**config.mk**
```make
export PLATFORM = sky130hd
export DESIGN_NAME = seg7_scan_mux
export DESIGN_NICKNAME = d
export VERILOG_FILES = /design/src/rtl/seg7_scan_mux.sv
export SDC_FILE = /design/constraint.sdc
export NUM_CORES = 1
export LEC_CHECK = 0
export CAP_MARGIN = 20
export CORE_MARGIN = 3
export CORE_UTILIZATION = 40
export CTS_CLUSTER_SIZE = 25
export DETAILED_ROUTE_END_ITERATION = 10
export GPL_ROUTABILITY_DRIVEN = 0
export GPL_TIMING_DRIVEN = 1
export PLACE_DENSITY = 0.58
export RECOVER_POWER = 50
export SLEW_MARGIN = 20
export SYNTH_ARGS = -nofsm -noshare
export SYNTH_HDL_FRONTEND = slang
export SYNTH_SLANG_ARGS = --single-unit
```
**constraint.sdc**
```tcl
create_clock -name clk -period 4.3 [get_ports clk]
set_clock_uncertainty 0.15 [all_clocks]
set_input_delay 0.86 -clock clk [delete_from_list [all_inputs] [get_ports clk]]
set_output_delay 0.86 -clock clk [all_outputs]
set_load 0.01 [all_outputs]
```
**src/rtl/seg7_scan_mux.sv**
```systemverilog
// seg7_scan_mux
//   Time-multiplexed driver for a bank of DIGITS common-anode 7-segment
//   digits. A hex value is double-buffered: load fills a pending buffer, and
//   the displayed (active) value only changes at a frame wrap, so a frame
//   never shows a mix of old and new digits. Outputs are active-low and
//   registered.
//
//   Optional feature (macro SEG7_SCAN_BLINK_EN): adds parameter BLINK_FRAMES
//   and input blink_i. A phase bit toggles every BLINK_FRAMES wraps. While
//   the phase is 1, digits with blink_i set are blanked, with the anode kept
//   driven.
//
// Parameters
//   DIGITS   number of digits scanned (1..16)
//   SCAN_DIV clk cycles each digit stays lit (>= 1)
//
// Ports
//   clk      rising-edge clock
//   rst      synchronous active-high reset
//   load     one-cycle strobe; captures value_i/dp_i
//   value_i  hex nibbles, nibble 0 = rightmost digit
//   dp_i     decimal-point request per digit (1 = lit)
//   en_i     per-digit enable, live (0 = dark)
//   lzs_i    leading-zero suppression enable, live
//   blink_i  per-digit blink request (SEG7_SCAN_BLINK_EN only)
//   seg_o    active-low segments {g,f,e,d,c,b,a}
//   dp_o     active-low decimal point
//   an_o     active-low one-hot anode select
//   frame_o  one-cycle pulse after the scan wraps to digit 0
module seg7_scan_mux #(
  parameter int DIGITS       = 8,
  parameter int SCAN_DIV     = 1000
`ifdef SEG7_SCAN_BLINK_EN
  , parameter int BLINK_FRAMES = 64
`endif
) (
  input  logic                  clk,
  input  logic                  rst,
  input  logic                  load,
  input  logic [4*DIGITS-1:0]   value_i,
  input  logic [DIGITS-1:0]     dp_i,
  input  logic [DIGITS-1:0]     en_i,
  input  logic                  lzs_i,
`ifdef SEG7_SCAN_BLINK_EN
  input  logic [DIGITS-1:0]     blink_i,
`endif
  output logic [6:0]            seg_o,
  output logic                  dp_o,
  output logic [DIGITS-1:0]     an_o,
  output logic                  frame_o
);

  localparam int PW = (SCAN_DIV > 1) ? $clog2(SCAN_DIV) : 1;
  localparam int IW = (DIGITS > 1) ? $clog2(DIGITS) : 1;
  localparam logic [PW-1:0] PRESC_MAX = PW'(SCAN_DIV - 1);
  localparam logic [IW-1:0] IDX_MAX   = IW'(DIGITS - 1);

  function automatic logic [6:0] hex7(input logic [3:0] n);
    logic [6:0] s;
    case (n)
      4'h0: s = 7'h40;  4'h1: s = 7'h79;  4'h2: s = 7'h24;  4'h3: s = 7'h30;
      4'h4: s = 7'h19;  4'h5: s = 7'h12;  4'h6: s = 7'h02;  4'h7: s = 7'h78;
      4'h8: s = 7'h00;  4'h9: s = 7'h10;  4'hA: s = 7'h08;  4'hB: s = 7'h03;
      4'hC: s = 7'h46;  4'hD: s = 7'h21;  4'hE: s = 7'h06;  default: s = 7'h0E;
    endcase
    return s;
  endfunction

  logic [PW-1:0]            presc_q, presc_d;
  logic [IW-1:0]            idx_q, idx_d;
  logic                     tick, wrap;

  logic [DIGITS-1:0][3:0]   act_val_q, act_val_d;
  logic [DIGITS-1:0]        act_dp_q, act_dp_d;
  logic [DIGITS-1:0][3:0]   pend_val_q, pend_val_d;
  logic [DIGITS-1:0]        pend_dp_q, pend_dp_d;
  logic                     pend_vld_q, pend_vld_d;

  logic [6:0]               seg_q, seg_d;
  logic                     dp_q, dp_d;
  logic [DIGITS-1:0]        an_q, an_d;
  logic                     frame_q;

  logic [DIGITS-1:0]        zero_up;   // nibbles i..DIGITS-1 of active all zero
  logic                     dark, lz_blank, blink_blank, blank;

  // Scan timing
  assign tick = (presc_q == PRESC_MAX);
  assign wrap = tick && (idx_q == IDX_MAX);

  always_comb begin
    presc_d = tick ? '0 : presc_q + 1'b1;
    idx_d   = idx_q;
    if (tick) idx_d = (idx_q == IDX_MAX) ? '0 : idx_q + 1'b1;
  end

  // Double buffer. A load coinciding with the wrap tick bypasses the pending
  // buffer so it is shown in the frame that starts right there; any older
  // pending value is dropped.
  always_comb begin
    act_val_d  = act_val_q;
    act_dp_d   = act_dp_q;
    pend_val_d = pend_val_q;
    pend_dp_d  = pend_dp_q;
    pend_vld_d = pend_vld_q;
    if (wrap) begin
      if (load) begin
        act_val_d  = value_i;
        act_dp_d   = dp_i;
        pend_vld_d = 1'b0;
      end else if (pend_vld_q) begin
        act_val_d  = pend_val_q;
        act_dp_d   = pend_dp_q;
        pend_vld_d = 1'b0;
      end
    end else if (load) begin
      pend_val_d = value_i;
      pend_dp_d  = dp_i;
      pend_vld_d = 1'b1;
    end
  end

  // Leading-zero run, scanned from the most significant digit down
  always_comb begin
    logic run;
    run     = 1'b1;
    zero_up = '0;
    for (int i = DIGITS - 1; i >= 0; i--) begin
      run        = run && (act_val_q[i] == 4'h0);
      zero_up[i] = run;
    end
  end

`ifdef SEG7_SCAN_BLINK_EN
  localparam int BW = (BLINK_FRAMES > 1) ? $clog2(BLINK_FRAMES) : 1;
  localparam logic [BW-1:0] BLINK_MAX = BW'(BLINK_FRAMES - 1);
  logic [BW-1:0] blink_cnt_q;
  logic          blink_ph_q;

  always_ff @(posedge clk) begin
    if (rst) begin
      blink_cnt_q <= '0;
      blink_ph_q  <= 1'b0;
    end else if (wrap) begin
      if (blink_cnt_q == BLINK_MAX) begin
        blink_cnt_q <= '0;
        blink_ph_q  <= ~blink_ph_q;
      end else begin
        blink_cnt_q <= blink_cnt_q + 1'b1;
      end
    end
  end

  assign blink_blank = blink_ph_q && blink_i[idx_q];
`else
  assign blink_blank = 1'b0;
`endif

  // Digit 0 is never suppressed, so a zero value still shows one "0".
  assign dark     = !en_i[idx_q];
  assign lz_blank = lzs_i && (idx_q != '0) && zero_up[idx_q];
  assign blank    = dark || lz_blank || blink_blank;

  always_comb begin
    an_d  = dark  ? '1    : ~(DIGITS'(1) << idx_q);
    seg_d = blank ? 7'h7F : hex7(act_val_q[idx_q]);
    dp_d  = blank ? 1'b1  : ~act_dp_q[idx_q];
  end

  always_ff @(posedge clk) begin
    if (rst) begin
      presc_q    <= '0;
      idx_q      <= '0;
      act_val_q  <= '0;
      act_dp_q   <= '0;
      pend_val_q <= '0;
      pend_dp_q  <= '0;
      pend_vld_q <= 1'b0;
      seg_q      <= 7'h7F;
      dp_q       <= 1'b1;
      an_q       <= '1;
      frame_q    <= 1'b0;
    end else begin
      presc_q    <= presc_d;
      idx_q      <= idx_d;
      act_val_q  <= act_val_d;
      act_dp_q   <= act_dp_d;
      pend_val_q <= pend_val_d;
      pend_dp_q  <= pend_dp_d;
      pend_vld_q <= pend_vld_d;
      seg_q      <= seg_d;
      dp_q       <= dp_d;
      an_q       <= an_d;
      frame_q    <= wrap;
    end
  end

  assign seg_o   = seg_q;
  assign dp_o    = dp_q;
  assign an_o    = an_q;
  assign frame_o = frame_q;

endmodule

```
==> impl_metrics.tcl <==
set metrics [dict create \
    postRouteAntennaNets 0 \
    crit_required_ps 4430 \
    die-height_um 119 \
    leakagePower_nw 2.22 \
    fin_ws_ps 935 \
    netlist_instances 536 \
    grt_pass1_vias 3705 \
    drt_iter0_markers 176 \
    critical-path-top-delay-family "buffers and inverters" \
    clkTransAtPathRegs_ps 70 \
    dp_hpwl_um 8430 \
    start_util 0.418 \
    numPortBuffers 68 \
    antenna_cells 0 \
    place_ws_ps 1350 \
    cts.sinks 111 \
    multiInputGateArea_um2 2660 \
    tightest_slew_ps 2300 \
    yosysWarnings 0 \
    dp.cells 742 \
    hold_viol 0 \
    async_reset_ff_frac 0 \
    setup-violations-final 0 \
    core-area_um2 12300 \
    syn_to_final_growth_pct 19.6 \
    cellPowerDensity_nw_per_um2 326 \
    critical-path-max-stage-delay_ps 1700 \
    yosys_most_used_dff "dfxtp_1" \
    drc 0 \
    vias 3909 \
    layout.nets 650 \
    drive_gt1_frac 0.138 \
    cts_root_buffer "clkbuf_16" \
    crit_path_start_kind "input pin" \
    endpoint_kind "flip-flop" \
    path_max_fanout 50 \
    clockBufferDepth 2 \
    rows 40 \
    crit_chain "buf_4, clkbuf_1, nor3b_1, nand2_1" \
    slew_headroom -0.536 \
    synth_edf_count 0 \
    total_power_mw 2.00 \
    dr_wl_met2_um 5460 \
    dr_wl_met3_um 541 \
    maxCapViolations 1 \
    ys_types 43 \
    cts_made_buffers 9 \
    rsz0062_at_grt "false" \
    top_layer "met4" \
    violations "max-capacitance violations, max-slew violations" \
    path_buf_inv 2 \
    min_period_over_period 0.783 \
    final_cell_count_no_fill 757 \
    postCtsHoldBufs 0 \
    slew_viol_final 42 \
    fillers 1160 \
    wl_um 11700 \
    period_needed_ps 3360 \
    postPlaceCellArea_um2 5880 \
    crit_type "input pin to flip-flop" \
    crit_arrival_ps 3490 \
    syn_area_um2 5120 \
    grt_max_degree 51 \
    ctsHtreeMaxLevel 3 \
    cts_tree "built" \
    grt_pass1_wl_um 19400 \
    dr.pass1.iters 4 \
    seq_area_frac_synth 0.434 \
    post-cts-setup-buffers 0 \
    io_pins 69 \
    outcome "complete, but fails checks" \
    regArea_um2 2220 \
    antenna_found_initial 0 \
    clk_latency_ps 350 \
    vdd_drop_max_mv 0.147 \
    die_area_um2 14200 \
    fmax_mhz 297 \
    critical_path.slowest_cell "clkbuf_1" \
    final_cell_area_um2 6130 \
    grt_overflow_total 0 \
    r2r_slack_ps 1050 \
    wl_met1_um 5500 \
    ctsResizeCount 0 \
    wl_per_cell_um 15.4 \
    viasPerCell 5.16 \
    synth-seq-cells 111 \
    synth_area_per_cell_um2 9.56 \
    grt_usage 0.170 \
    tns_ps 0 \
    syn-num-nets 601 \
    die_x_um 119 \
    hp-class "flip-flop to flip-flop" \
]
## worst register-to-register path, stage by stage (launching register included)
cell	delay, ps
dfxtp_1	890
ha_1	320
ha_1	320
inv_1	140
o21ai_0	220
clkbuf_1	820
nand2_1	130
a21oi_1	180
## flip-flops by register name, summed over array words and instances, names as in the netlist
register    flops
idx_q           3
pend_val_q     32
an_o            8
act_dp_q        8
dp_o            1
presc_q        10
seg_o           7
act_val_q      32
frame_o         1
pend_vld_q      1
pend_dp_q       8
## layout by cell type, fill, tap and decap left out, types with 7 or more instances in the layout
cell type and instances:
nor4_1 7, nor2_1 54, a211oi_2 40, mux2i_1 46, ha_1 13, a21oi_1 47
buf_4 8, dlygate4sd3_1 17, clkdlybuf4s50_1 49, mux4_2 12, dfxtp_1 111, inv_1 8
clkbuf_16 9, nand2_1 103
## routing by layer
metal / track usage / vias to the layer above
li1: - / 1962
met1: 0.228 / 1848
met2: 0.270 / 87
met3: 0.0366 / 12
met4: 0.0637 / 0
met5: 0 / -
## area by class of cell
class / count / share of cell area
repair buffers: 78 / 0.120
clock inverters: 4 / 0.00367
well taps: 168 / 0.0343
flip-flops and latches: 111 / 0.363
inverters: 9 / 0.00551
clock buffers: 11 / 0.0396
multi-input cells: 376 / 0.434
## cells in the mapped netlist, types with 3 or more instances
cell / count / area, um^2
ha_1: 13 / 163
nand2_1: 103 / 387
xor2_1: 6 / 52.6
o221ai_1: 4 / 35.0
inv_1: 8 / 30.0
nor3_1: 3 / 15.0
mux2_2: 3 / 33.8
nor2_1: 54 / 203
o21ai_0: 4 / 20.0
nor4_1: 7 / 43.8
nand3_1: 6 / 30.0
a21oi_1: 47 / 235
a211oi_2: 40 / 500
clkbuf_1: 21 / 78.8
mux2i_1: 46 / 460
buf_2: 7 / 35.0
mux4_2: 12 / 270
or3_1: 3 / 18.8
buf_6: 4 / 45.0
nand2b_1: 3 / 18.8
buf_4: 6 / 45.0
dfxtp_1: 111 / 2220
## stage by stage
stage	util	hold slack, ps
detailed placement	0.479	296
floorplan	-	280
global placement	0.479	291
finish	0.500	304
CTS	0.501	306
global route	0.500	320
## cells by family (layout without fill, tap and decap cells)
family | after synthesis | after routing | share of synthesized area
AO/OA/AOI/OAI | 108 | 108 | 0.173
XOR/XNOR | 7 | 7 | 0.0120
adder cells (fa/ha/maj) | 13 | 13 | 0.0317
buffers and inverters | 49 | 102 | 0.0479
flip-flops | 111 | 111 | 0.434
multiplexers | 61 | 61 | 0.149
AND/OR/NAND/NOR | 187 | 187 | 0.152
## path summary, 6_finish.rpt
kind / startpoint / to / cells after the start
hold reg to reg: pend_val_q[24] / pend_val_q[24] / 2
hold / removal: pend_val_q[24] / pend_val_q[24] / 2
setup reg to reg: idx_q[1] / pend_val_q[10] / 7
setup / recovery: rst / an_o[5] / 4
## report_power, final
part           switching [mW]  internal [mW]  total, mW
clock network           0.357          0.403      0.760
registers              0.0122           1.05       1.07
logic                  0.0905         0.0832      0.174
total                   0.460           1.54       2.00
Power figures use the tool's default switching activity.
